===== src/rtl/warp_issue_arbiter_if.sv =====
// Purpose: issue-side bundle of warp_issue_arbiter (warp inputs, issue handshake, busy-set and array ownership).
// Latency: none; wiring only.
// Backpressure: issue_valid/issue_ready handshake carried between the master (arbiter) and slave (decode/LSU side).
interface warp_issue_arbiter_if;
  logic        sched_en;
  logic [3:0]  ready_warps;
  logic [15:0] warp_opcode;
  logic [7:0]  warp_array_id;
  logic [15:0] warp_mask;
  logic        issue_ready;
  logic        array_done;
  logic [1:0]  array_done_id;
  logic [1:0]  select_warp;
  logic        issue_valid;
  logic        busy_en;
  logic [1:0]  warp_num_busy;
  logic [3:0]  threads_mask_busy;
  logic [3:0]  array_busy;
  logic        push_active;

  // Arbiter side: consumes warp state and issue_ready, produces the grant and busy strobes.
  modport master (
    input  sched_en, ready_warps, warp_opcode, warp_array_id, warp_mask,
    input  issue_ready, array_done, array_done_id,
    output select_warp, issue_valid, busy_en, warp_num_busy, threads_mask_busy,
    output array_busy, push_active
  );

  // Environment side: drives warp state and issue_ready, observes the grant.
  modport slave (
    output sched_en, ready_warps, warp_opcode, warp_array_id, warp_mask,
    output issue_ready, array_done, array_done_id,
    input  select_warp, issue_valid, busy_en, warp_num_busy, threads_mask_busy,
    input  array_busy, push_active
  );
endinterface


===== src/rtl/warp_issue_arbiter.sv =====
// Purpose: round-robin issue arbiter over 4 warps with systolic-array push lock; define WARP_ARB_AGING_EN for skip-count aging priority.
// Latency: ready_warps sampled in cycle N gives issue_valid in N+1; at most one issue every 2 cycles.
// Backpressure: grant and latched fields held in ISSUE until issue_ready; busy_en pulses only in the accept cycle.
module warp_issue_arbiter #(
  parameter int         NUM_WARPS  = 4,
  parameter int         MASK_WIDTH = 4,
  parameter int         NUM_ARRAYS = 4,
  parameter logic [3:0] OP_PUSH    = 4'b1010
`ifdef WARP_ARB_AGING_EN
  ,
  parameter int         AGE_LIMIT  = 7
`endif
) (
  input  logic                 clk,
  input  logic                 reset,
  warp_issue_arbiter_if.master io
);

  typedef enum logic {
    ARB   = 1'b0,
    ISSUE = 1'b1
  } state_t;

  state_t                  state;
  state_t                  state_nxt;

  // Latched grant and the fields captured with it.
  logic [1:0]              sel_q;
  logic [MASK_WIDTH-1:0]   mask_q;
  logic [3:0]              op_q;
  logic [1:0]              aid_q;
  logic [1:0]              last_grant;

  logic [NUM_ARRAYS-1:0]   array_busy_q;
  logic [NUM_ARRAYS-1:0]   array_busy_nxt;

  // Per-warp views of the packed warp buses.
  logic [3:0]              op_w   [NUM_WARPS];
  logic [1:0]              aid_w  [NUM_WARPS];
  logic [MASK_WIDTH-1:0]   mask_w [NUM_WARPS];

  logic [NUM_WARPS-1:0]    elig;
  logic [NUM_WARPS-1:0]    cand;
  logic [1:0]              pick;
  logic [1:0]              idx;
  logic                    pick_vld;

  logic                    grant;
  logic                    accept;
  logic                    issue_vld;
  logic                    push_set;

  // Unpack per-warp opcode, array id and mask from the flat buses.
  always_comb begin
    for (int w = 0; w < NUM_WARPS; w++) begin
      op_w[w]   = io.warp_opcode[4*w +: 4];
      aid_w[w]  = io.warp_array_id[2*w +: 2];
      mask_w[w] = io.warp_mask[MASK_WIDTH*w +: MASK_WIDTH];
    end
  end

  // A warp is eligible when ready and not a push aimed at an array still owned by an earlier push.
  always_comb begin
    elig = '0;
    for (int w = 0; w < NUM_WARPS; w++) begin
      elig[w] = io.ready_warps[w] &
                ~((io.warp_opcode[4*w +: 4] == OP_PUSH) &
                  array_busy_q[io.warp_array_id[2*w +: 2]]);
    end
  end

`ifdef WARP_ARB_AGING_EN
  logic [2:0]           skip_cnt [NUM_WARPS];
  logic [NUM_WARPS-1:0] aged;

  // Warps skipped AGE_LIMIT times or more form a priority class of their own.
  always_comb begin
    aged = '0;
    for (int w = 0; w < NUM_WARPS; w++) begin
      aged[w] = elig[w] & (skip_cnt[w] >= 3'(AGE_LIMIT));
    end
  end

  assign cand = (|aged) ? aged : elig;

  // Count decisions a warp lost while eligible; a grant restarts its count.
  always_ff @(posedge clk or negedge reset) begin
    if (!reset) begin
      for (int w = 0; w < NUM_WARPS; w++) skip_cnt[w] <= 3'd0;
    end else if (grant) begin
      for (int w = 0; w < NUM_WARPS; w++) begin
        if (2'(w) == pick) begin
          skip_cnt[w] <= 3'd0;
        end else if (elig[w] && (skip_cnt[w] != 3'd7)) begin
          skip_cnt[w] <= skip_cnt[w] + 3'd1;
        end
      end
    end
  end
`else
  assign cand = elig;
`endif

  // Round-robin search starting one past the last accepted warp.
  always_comb begin
    pick     = '0;
    pick_vld = 1'b0;
    idx      = '0;
    for (int i = 1; i <= NUM_WARPS; i++) begin
      idx = last_grant + 2'(i);
      if (!pick_vld && cand[idx]) begin
        pick     = idx;
        pick_vld = 1'b1;
      end
    end
  end

  // State register; reset forces ARB so issue_valid drops asynchronously.
  always_ff @(posedge clk or negedge reset) begin
    if (!reset) begin
      state <= ARB;
    end else begin
      state <= state_nxt;
    end
  end

  // Next-state and handshake decode.
  always_comb begin
    state_nxt = state;
    grant     = 1'b0;
    accept    = 1'b0;
    issue_vld = 1'b0;
    case (state)
      ARB: begin
        if (io.sched_en && pick_vld) begin
          grant     = 1'b1;
          state_nxt = ISSUE;
        end
      end
      ISSUE: begin
        issue_vld = 1'b1;
        if (io.issue_ready) begin
          accept    = 1'b1;
          state_nxt = ARB;
        end
      end
      default: state_nxt = ARB;
    endcase
  end

  // Capture the winning warp's fields at grant; they stay frozen through ISSUE.
  always_ff @(posedge clk or negedge reset) begin
    if (!reset) begin
      sel_q  <= '0;
      mask_q <= '0;
      op_q   <= '0;
      aid_q  <= '0;
    end else if (grant) begin
      sel_q  <= pick;
      mask_q <= mask_w[pick];
      op_q   <= op_w[pick];
      aid_q  <= aid_w[pick];
    end
  end

  // Round-robin pointer advances only when the downstream accepts.
  always_ff @(posedge clk or negedge reset) begin
    if (!reset) begin
      last_grant <= 2'd3;
    end else if (accept) begin
      last_grant <= sel_q;
    end
  end

  assign push_set = accept & (op_q == OP_PUSH);

  // Array ownership: done clears, an accepted push sets; set is applied last so it wins a same-id collision.
  always_comb begin
    array_busy_nxt = array_busy_q;
    if (io.array_done) array_busy_nxt[io.array_done_id] = 1'b0;
    if (push_set)      array_busy_nxt[aid_q]            = 1'b1;
  end

  // Array ownership register.
  always_ff @(posedge clk or negedge reset) begin
    if (!reset) begin
      array_busy_q <= '0;
    end else begin
      array_busy_q <= array_busy_nxt;
    end
  end

  assign io.select_warp       = sel_q;
  assign io.issue_valid       = issue_vld;
  assign io.busy_en           = accept;
  assign io.warp_num_busy     = accept ? sel_q : 2'd0;
  assign io.threads_mask_busy = accept ? mask_q : '0;
  assign io.array_busy        = array_busy_q;
  assign io.push_active       = |array_busy_q;

endmodule


===== src/flat_wrapper.sv =====
// flat-port wrapper written by rule: the top's interface ports become plain ports
module warp_issue_arbiter_flat 
#(
  parameter int         NUM_WARPS  = 4,
  parameter int         MASK_WIDTH = 4,
  parameter int         NUM_ARRAYS = 4,
  parameter logic [3:0] OP_PUSH    = 4'b1010

)
  (clk, reset, io_sched_en, io_ready_warps, io_warp_opcode, io_warp_array_id, io_warp_mask, io_issue_ready, io_array_done, io_array_done_id, io_select_warp, io_issue_valid, io_busy_en, io_warp_num_busy, io_threads_mask_busy, io_array_busy, io_push_active);
  warp_issue_arbiter_if io_i ();
  input  logic clk;
  input  logic reset;
  input wire logic [$bits(io_i.sched_en)-1:0] io_sched_en;
  input wire logic [$bits(io_i.ready_warps)-1:0] io_ready_warps;
  input wire logic [$bits(io_i.warp_opcode)-1:0] io_warp_opcode;
  input wire logic [$bits(io_i.warp_array_id)-1:0] io_warp_array_id;
  input wire logic [$bits(io_i.warp_mask)-1:0] io_warp_mask;
  input wire logic [$bits(io_i.issue_ready)-1:0] io_issue_ready;
  input wire logic [$bits(io_i.array_done)-1:0] io_array_done;
  input wire logic [$bits(io_i.array_done_id)-1:0] io_array_done_id;
  output wire logic [$bits(io_i.select_warp)-1:0] io_select_warp;
  output wire logic [$bits(io_i.issue_valid)-1:0] io_issue_valid;
  output wire logic [$bits(io_i.busy_en)-1:0] io_busy_en;
  output wire logic [$bits(io_i.warp_num_busy)-1:0] io_warp_num_busy;
  output wire logic [$bits(io_i.threads_mask_busy)-1:0] io_threads_mask_busy;
  output wire logic [$bits(io_i.array_busy)-1:0] io_array_busy;
  output wire logic [$bits(io_i.push_active)-1:0] io_push_active;
  assign io_i.sched_en = io_sched_en;
  assign io_i.ready_warps = io_ready_warps;
  assign io_i.warp_opcode = io_warp_opcode;
  assign io_i.warp_array_id = io_warp_array_id;
  assign io_i.warp_mask = io_warp_mask;
  assign io_i.issue_ready = io_issue_ready;
  assign io_i.array_done = io_array_done;
  assign io_i.array_done_id = io_array_done_id;
  assign io_select_warp = io_i.select_warp;
  assign io_issue_valid = io_i.issue_valid;
  assign io_busy_en = io_i.busy_en;
  assign io_warp_num_busy = io_i.warp_num_busy;
  assign io_threads_mask_busy = io_i.threads_mask_busy;
  assign io_array_busy = io_i.array_busy;
  assign io_push_active = io_i.push_active;
  warp_issue_arbiter #(.NUM_WARPS(NUM_WARPS), .MASK_WIDTH(MASK_WIDTH), .NUM_ARRAYS(NUM_ARRAYS), .OP_PUSH(OP_PUSH)) u_core (.clk(clk), .reset(reset), .io(io_i));
endmodule

===== config.mk =====
export PLATFORM = sky130hd
export DESIGN_NAME = warp_issue_arbiter_flat
export DESIGN_NICKNAME = d
export VERILOG_FILES = /design/src/rtl/warp_issue_arbiter_if.sv /design/src/rtl/warp_issue_arbiter.sv /design/src/flat_wrapper.sv
export SDC_FILE = /design/constraint.sdc
export NUM_CORES = 1
export LEC_CHECK = 0
export ABC_AREA = 1
export CAP_MARGIN = 20
export CORE_UTILIZATION = 30
export DETAILED_ROUTE_END_ITERATION = 6
export GPL_TIMING_DRIVEN = 0
export PLACE_DENSITY_LB_ADDON = 0.25
export REMOVE_ABC_BUFFERS = 1
export SLEW_MARGIN = 20
export SYNTH_ARGS = -nofsm -noshare
export SYNTH_HDL_FRONTEND = slang
export SYNTH_SLANG_ARGS = --single-unit

===== constraint.sdc =====
create_clock -name clk -period 2.3 [get_ports clk]
set_input_delay 0.575 -clock clk [delete_from_list [all_inputs] [get_ports clk]]
set_output_delay 0.575 -clock clk [all_outputs]
set_load 0.1 [all_outputs]

[Yosys cells after proc, flatten, opt, wreduce, memory -nomap -nowiden]
Cells that the tools add are included.
Storage, ports and cells
  register bits: 19
  input port bits: 51
  output and inout port bits: 15
  word-level logic and storage cells: 104
Cells by class
  add/subtract/negate cells: 3
  magnitude comparators: 13
  eq/ne operators: 5
  mux-type cells: 48
  bitwise operators: 18
  reductions and logical operators: 10
Operators with widths (count)
  < comparator 2 x 3 -> 1 bit (second input constant): 10
  2-to-1 mux 4 bit: 7
  == test 4 bit (second input constant): 5
  2-to-1 mux 1 bit: 20
  binary-select mux 1 bit (select 2 bit): 8
  binary-select mux 4 bit (select 2 bit): 2
  2-to-1 mux 2 bit: 7
  AND 1 bit: 9
  logical AND 1 bit: 6
  NOT 1 bit: 5
  adder 2 bit (second input constant): 2
  AND 4 bit: 1
  binary-select mux 2 bit (select 2 bit): 1
  demux 1 bit (select 2 bit): 2
  >= comparator 2 x 1 -> 1 bit (second input constant): 2
  NOT 4 bit: 1
  OR 4 bit: 1
  OR reduction 4 bit: 1
  >= comparator 3 bit (second input constant): 1
  logical NOT 1 bit: 3
  NOT 2 -> 3 bit: 1
  adder 2 x 1 -> 2 bit (second input constant): 1
  one-hot mux 1 bit (2 select lines): 1

[Depth between registers and ports, before layout]
Gate-level depths: netlist (run 1).
  depth in word-level cells: 21
  gate-level depth with buffers: 18
  mapped depth without buffers: 17

[Worst setup path after synthesis (run 1)]
Ideal clock, no wire load.
  path kind: register to output
  start: register u_core.state
  end: output io_warp_num_busy[0]
  data arrival time: 2.561 ns
  required time: 1.725 ns
  setup slack: -0.836 ns
  stages on the path, launching flop included: 3
  buffers on the path: 0
  cell sequence: dfrtp_1 nand2_1 nor2_1
On the way
  cells in the longest elaborated chain, start to end: 2
Ends and longest elaborated chain
  from (decl): line warp_issue_arbiter.sv:24  | state_t state;
  from (signal assigned): line warp_issue_arbiter.sv:123  | state <= state_nxt;
  2-to-1 mux 1 bit: line warp_issue_arbiter.sv:133  | case (state)
  2-to-1 mux 2 bit: line warp_issue_arbiter.sv:196  | assign io.warp_num_busy = accept ? sel_q : 2'd0;
  to (decl): line flat_wrapper.sv:25  | output wire logic [$bits(io_i.warp_num_busy)-1:0] io_warp_num_busy;
No other way between the ends.

[Worst setup path after layout (run 1)]
  start: input io_warp_opcode[11]
  end: register u_core.op_q[1]
On the way
  cells in the longest elaborated chain, start to end: 20
  elaborated cells between the ends (all ways): 33
Ends and longest elaborated chain
  from (decl): line flat_wrapper.sv:16  | input wire logic [$bits(io_i.warp_opcode)-1:0] io_warp_opcode;
  == test 4 bit (*): line warp_issue_arbiter.sv:67  | ~((io.warp_opcode[4*w +: 4] == OP_PUSH) &
  AND 1 bit (*): line warp_issue_arbiter.sv:67
  NOT 1 bit (*): line warp_issue_arbiter.sv:67
  AND 1 bit (*): line warp_issue_arbiter.sv:66  | elig[w] = io.ready_warps[w] &
  binary-select mux 1 bit (select 2 bit): line warp_issue_arbiter.sv:111  | if (!pick_vld && cand[idx]) begin
  2-to-1 mux 1 bit (implied by the code): line warp_issue_arbiter.sv:111
  2-to-1 mux 1 bit: line warp_issue_arbiter.sv:111
  logical NOT 1 bit: line warp_issue_arbiter.sv:111
  (+3 left out)
  logical AND 1 bit: line warp_issue_arbiter.sv:111
  2-to-1 mux 1 bit: line warp_issue_arbiter.sv:111
  logical NOT 1 bit: line warp_issue_arbiter.sv:111
  logical AND 1 bit: line warp_issue_arbiter.sv:111
  2-to-1 mux 2 bit: line warp_issue_arbiter.sv:111
  NOT 2 -> 3 bit (implied by the code): line warp_issue_arbiter.sv:161  | op_q <= op_w[pick];
  binary-select mux 4 bit (select 2 bit): line warp_issue_arbiter.sv:161
  2-to-1 mux 4 bit (implied by the code) (2 in series): line warp_issue_arbiter.sv:161
  to (signal assigned): line warp_issue_arbiter.sv:161
  to (decl): line warp_issue_arbiter.sv:30  | logic [3:0] op_q;
Every way passes the cells marked *; elsewhere a longest branch is shown, timed or not. The select of a mux whose other input is x is not followed.
A chain may end at the register's enable or synchronous reset.

==> results.json, run 1 <==
{
  "syn-cell-area_sq_um": 1880,
  "grt_antenna_before_repair": 0,
  "crit_fanout": 7,
  "io-pin-count": 66,
  "min_period_over_period": 1.00,
  "grt_overflow": 0,
  "timing.final.crit_period_ps": 2300,
  "cts_buffer_depth": 2,
  "cp-start-kind": "input port",
  "insertion_delay_ps": 250,
  "worst_slack_ps": -1.26,
  "dpl.cell_count": 429,
  "hold_viol_final": 0,
  "fp.dieH_microns": 81.1,
  "grt_pass1_vias": 2344,
  "worst-setup-path-type": "input port to register",
  "slew_viol_final": 0,
  "instances_no_fill": 487,
  "post-place-ws_ps": -920,
  "fp-row-count": 28,
  "via_per_inst": 5.16,
  "p_int_mw": 2.43,
  "htreeDepth": 1,
  "netlist_instances": 297,
  "holdPathStages": 2,
  "synth_seq_cells": 19,
  "post-dp-hpwl_mm": 4.09,
  "path_clk_slew_ps": 70,
  "cts.sinks": 19,
  "num_antenna_cells": 0,
  "synth-seq-area-share": 0.254,
  "finalSetupViolCount": 1,
  "grt_pass1_wl_mm": 11.1,
  "ys_types": 26,
  "wirelength_mm": 7.38,
  "wl_per_cell_microns": 15.2,
  "coreArea_sq_um": 5990,
  "finalSetupTns_ps": -1.26,
  "reg2reg_depth": 12,
  "slew-limit-headroom": 0.362,
  "portBuffers": 65,
  "drive_gt1_frac": 0.379,
  "grt_max_degree": 20,
  "power_leakage_nw": 1.72,
  "ant_nets": 0,
  "swShare": 0.571,
  "cts_root_buf": "clkbuf_8",
  "crit_required_ps": 2500,
  "fill_cells": 539,
  "crit_arrival_ps": 2500,
  "dpl-instance-area_sq_um": 2550,
  "cp-end-kind": "register",
  "power_switching_mw": 3.23,
  "worst_pin_slew_ps": 960,
  "via_count": 2513,
  "vdd_ir_drop_max_mv": 1.11,
  "grt_usage": 0.220,
  "remaining_drc_errors": 0,
  "cap_violations": 0,
  "cts_tree": "yes",
  "seq_power_share": 0.111,
  "finClkSkew_ps": 2.74,
  "yosysWarnings": 0,
  "initial_core_util": 0.314,
  "die-area_sq_um": 6580,
  "p_per_area_nw_per_um2": 1640,
  "syn_area_per_cell_sq_um": 6.33,
  "status": "complete, but fails checks",
  "layout.nets": 464,
  "final_area_sq_um": 3450,
  "clock_power_share": 0.041,
  "dr.first_iter.drc_count": 127,
  "cts_made_buffers": 3,
  "max_freq_mhz": 435,
  "min_path_type": "register to register",
  "gp_congestion": 0.838,
  "drtPass1Iterations": 4,
  "die_w_microns": 81.1,
  "p_comb_frac": 0.848,
  "syn2layout_area_growth_pct": 83.4,
  "violations": "negative setup slack"
}
## critical path, stage by stage
cell             delay, ps
clkdlybuf4s15_1        230
nand2_2                100
nor2_4                 140
nand3_4                110
nand3_4                 90
nand2_4                 60
o21ai_4                170
buf_4                  200
nand3_4                190
buf_6                  200
nand4_1                120
nand3_2                 90
nand2_1                 80
nand2_1                 50
nand2_1                 80
## sequential cells by signal, indices dropped and copies added, names as in the netlist
| name | cells |
|---|---|
| u_core.io.array_busy | 4 |
| u_core.mask_q | 4 |
| u_core.op_q | 4 |
| u_core.aid_q | 2 |
| u_core.io.select_warp | 2 |
| u_core.last_grant | 2 |
| u_core.state | 1 |
## cell type report
| type | count | area, sq um | share of cell area |
|---|---|---|---|
| Sequential cell | 19 | 482 | 0.140 |
| Clock buffer | 4 | 45.0 | 0.0131 |
| Timing Repair Buffer | 112 | 1050 | 0.304 |
| Tap cell | 75 | 93.8 | 0.0272 |
| Multi-Input combinational cell | 222 | 1570 | 0.456 |
| Inverter | 55 | 206 | 0.0599 |
## layout by cell type (no fill, tap or decap)
cell	count
nand2_1	75
inv_1	40
buf_4	39
nand3_1	25
clkdlybuf4s50_1	25
nand2_2	19
nand4_1	19
dlygate4sd2_1	17
dfrtp_1	17
nand3_2	16
inv_2	15
nand3_4	14
clkdlybuf4s15_1	10
buf_6	10
nor2_1	8
nand2_4	8
o31ai_1	6
nor2_2	4
o21ai_0	4
nor2_4	4
clkbuf_2	4
buf_12	4
a21oi_1	3
nand4_4	3
nand2_8	3
clkbuf_8	3
a21oi_2	2
o21ai_4	2
o21bai_1	2
or2_1	2
xnor2_4	1
or4_1	1
a21oi_4	1
clkbuf_1	1
clkbuf_16	1
dlymetal6s2s_1	1
buf_2	1
dfstp_4	1
dfstp_2	1
## Yosys cell counts
cell / n / share of area
nand2_1: 99 / 0.20
inv_1: 52 / 0.10
nand3_1: 43 / 0.11
nand4_1: 19 / 0.063
dfrtp_1: 17 / 0.23
nor2_1: 16 / 0.032
nand3_2: 6 / 0.032
o31ai_1: 6 / 0.024
a21oi_1: 5 / 0.013
buf_4: 4 / 0.016
o21ai_0: 4 / 0.011
buf_6: 3 / 0.018
inv_2: 3 / 0.0060
nand2_2: 3 / 0.010
dfstp_2: 2 / 0.028
nand3_4: 2 / 0.019
o21ai_4: 2 / 0.017
o21bai_1: 2 / 0.0080
or2_1: 2 / 0.0067
a21oi_4: 1 / 0.0087
buf_2: 1 / 0.0027
nand2_4: 1 / 0.0060
nand4_2: 1 / 0.0067
nand4_4: 1 / 0.011
or4_1: 1 / 0.0040
xnor2_4: 1 / 0.015
## what timing repair did
item | 4_1_cts | 5_1_grt
pin swaps | 28 | 29
gates cloned | 7 | 1
buffers inserted | 43 | 3
endpoints found under the setup margin | 28 | 20
resized for setup | 120 | 82
hold buffers | 0 | 0
## worst paths after layout
check	slack [ps]	startpoint	to
worst max-delay path	-1	io_warp_opcode[11]	u_core.op_q[1]
worst min-delay path	480	u_core.op_q[0]	u_core.op_q[0]
worst max register to register	70	u_core.last_grant[0]	u_core.op_q[1]
worst min register to register	480	u_core.op_q[0]	u_core.op_q[0]
max in group asynchronous	940	reset	u_core.op_q[0]
min in group asynchronous	820	reset	u_core.io.array_busy[2]
## kinds of logic (layout without fill, tap and decap cells)
| group | Yosys count | after routing | share of synthesized area |
|---|---|---|---|
| AO/OA/AOI/OAI | 20 | 20 | 0.0819 |
| XOR/XNOR | 1 | 1 | 0.0146 |
| AND/OR/NAND/NOR | 194 | 201 | 0.503 |
| buffers and inverters | 63 | 171 | 0.146 |
| flip-flops | 19 | 19 | 0.254 |
## routing by layer
| metal | share of wire | global-route usage | vias up |
|---|---|---|---|
| met4 | 0.025 | 0.0679 | 0 |
| li1 | - | - | 1210 |
| met5 | 0 | 0 | - |
| met2 | 0.49 | 0.356 | 106 |
| met1 | 0.41 | 0.300 | 1180 |
| met3 | 0.080 | 0.0315 | 17 |
## through the flow
step           total power, mW  hold slack, ps  utilization
2_1_floorplan             2.94             279            -
3_3_place_gp              3.62             464        0.426
3_5_place_dp              3.64             467        0.426
4_1_cts                   5.11             482        0.527
5_1_grt                   5.98             504        0.575
6_report                  5.66             482        0.575
## power groups by stage
stage / clock, mW / sequential, mW / combinational, mW
2_1_floorplan: 0 / 0.869 / 2.07
3_3_place_gp: 0 / 0.645 / 2.97
3_5_place_dp: 0 / 0.643 / 2.99
4_1_cts: 0.242 / 0.620 / 4.25
5_1_grt: 0.253 / 0.645 / 5.08
6_report: 0.233 / 0.628 / 4.80
Power figures use the tool's default switching activity.
==> inputs of run 2 (changes only) <==
Settings changed: CTS_CLUSTER_SIZE set to 40.
==> results of run 2 <==
Same layout as run 1: the final DEF is identical, and so are final timing and power.
==> RTL change (config.mk and constraints of run 1) <==
Add a define of `WARP_ARB_AGING_EN`.
--- a/src/rtl/warp_issue_arbiter.sv
+++ b/src/rtl/warp_issue_arbiter.sv
@@ -2,4 +2,6 @@
 // Latency: ready_warps sampled in cycle N gives issue_valid in N+1; at most one issue every 2 cycles.
 // Backpressure: grant and latched fields held in ISSUE until issue_ready; busy_en pulses only in the accept cycle.
+`define WARP_ARB_AGING_EN
+
 module warp_issue_arbiter #(
   parameter int         NUM_WARPS  = 4,
Formal check against the unedited RTL: same outputs for any inputs over 10 cycles, from zero or initial values and one cycle with reset low; that may be too few to reach the edited logic, so the function may still have changed.
==> RTL change against run 1 <==
- the run still ends with negative setup slack left
- non-clock buffer count fell by 5
- routed wire length up 13%
- design area up 18%
- die area up 36%
- synthesized area increased by 37%
- clock skew increased by 0.0034 ns
- count of clock-buffer cells in the layout rose by 1
- utilization shrank 8.2 points
- power rose by 13%
- worst setup slack got worse by 0.48 ns
- sequential cell count grew 12
- synthesized cell count is 38% higher
- critical path type is now reg2reg
- largest cell class unchanged
==> RTL change: results (changes against run 1) <==
Hold WC Path Type - in2async
Synth top area cells - dfrtp_1 28%, nand2_1 27%, nand3_1 10%, inv_1 6.0%, ha_1 3.9%
Max stage delay on crit path - 0.39 ns (+0.16 ns)
Clock tree buffer depth - 2 (unchanged)
Metal3 WL - 390 µm (-34%)
Metal-1 WL - 3655 µm (+21%)
Static leakage - 2.146 nW (+24%)
CP startpoint kind - flop
1st-iter DRT viols - 129 (+1.6%)
Failing checks - negative setup slack
Clock Pin Slew Worst Setup and Hold Paths - 0.07 ns (about the same)
Tot GR Track Use - 0.2007 (-0.01909)
Worst Skew - 0.006114 ns (+0.003369 ns)
Vias in the first global route - 2922 (+25%)
Crit path max fanout - 6 (-1)
R2R cell count - 22 (+10)
Synth warn - 0 (unchanged)
WL final - 8351 µm (+13%)
# diodes - 0 (unchanged)
Syn_area_per_cell - 6.271 µm² (-0.89%)
Vias/cell - 4.864 (-5.7%)
Final #Nets - 576 (+24%)
Sequential fraction of the synthesis area - 0.3027 (+0.04835)
TritonCTS Buffers - 5 (+2)
Post-DRT Antenna Nets - 0 (unchanged)
Worst vdd rail ir drop - 0.0007613 V (-31%)
H-tree depth - 2 (+1)
Setup TNS - -10.99 ns (-10.99 ns)
RR Startpoint - u_core.skip_cnt[6]
Critical Path End - u_core.mask_q[2]
Filler cell count - 858 (+59%)
Synth cell count leaders - 186 x nand2_1, 53 x nand3_1, 41 x inv_1
Worst skew pair latency - 0.29 ns (+0.04 ns)
Number of port buffers - 65 (unchanged)
CTS Root Cell - clkbuf_8
Top layer in use - met4
Gpl congestion - 0.8337 (-0.54%)
Initial antenna violation count - 0 (unchanged)
Asr flop ratio synth - 1.000 (unchanged)
Max transition margin - 0.3588 (-0.003638)
Largest net degree at the start of global routing - 30 (+50%)
Pre-CTS setup slack - -1.747 ns (-0.8262 ns)
HPWL after detailed placement - 5222 µm (+28%)
Inst Count DP - 569 (+33%)
Most flops, register - u_core.skip_cnt
Crit path max-delay cell type - dfrtp_1
Final worst slack - -0.4792 ns (-0.4779 ns)
Share of layout cells above drive strength 1 - 0.2780 (-0.1006)
Routed wl met2 - 4200 µm (+17%)
Post-Layout Cell Count - 623 (+28%)
Cell variety after synth - 31 (+19%)
First-pass GRT wire length - 13740 µm (+24%)
Setup violators final - 25 (+24)
Status - finished, violations left
Max FFs per register - 12
WP data arrival - 2.97 ns (+0.47 ns)
DRT Pass-1 Iters - 4 (unchanged)
[RTL change: stage by stage]
stage | hold slack, ns | cell area (µm²)
final | 0.06931 | 4074
after global routing | 0.07071 | 4074
after CTS | 0.07470 | 3928
after detailed placement | 0.3878 | 3293
after global placement | 0.4634 | 3273
after floorplan | 0.2794 | 2491
[RTL change: final cells by class]
class | instances | area share
Clock buffer | 5 | 0.01689
Clock inverter | 3 | 0.004914
Inverter | 46 | 0.04515
Multi-Input combinational cell | 326 | 0.4647
Sequential cell | 31 | 0.1910
Tap cell | 105 | 0.03225
Timing Repair Buffer | 107 | 0.2451
[RTL change: repair_timing]
item,in CTS,in global routing
hold buffers,0,0
setup endpoints to repair,40,32
gates resized for setup,152,20
pin swaps,37,16
gates cloned,5,0
buffers inserted,31,10
[RTL change: cells by family after synthesis]
group | after synthesis | share of synthesized area
simple gates | 287 | 0.4944
xor+xnor | 1 | 0.003407
fa+ha+maj | 8 | 0.03893
buf+inv | 58 | 0.09830
compound gates | 25 | 0.06229
flops | 31 | 0.3027
[RTL change: worst max-delay path: cells and delay by family (launching register included)]
kind / cells / cell delay (ns)
buf+inv: 1 / 0.15
simple gates: 18 / 1.55
flops: 1 / 0.39
fa+ha+maj: 2 / 0.37
compound gates: 1 / 0.21
[RTL change: routing by layer]
metal,global-route usage,vias to the layer above
li1,-,1533
met1,0.2383,1419
met2,0.3684,71
met3,0.02979,7
met4,0.06439,0
met5,0,-
[RTL change: where the power goes]
| part | internal (mW) | switching, mW | total [mW] |
|---|---|---|---|
| combinational | 1.79 | 3.15 | 4.94 |
| sequential | 0.785 | 0.221 | 1.01 |
| clock | 0.210 | 0.235 | 0.445 |
| total | 2.79 | 3.61 | 6.39 |
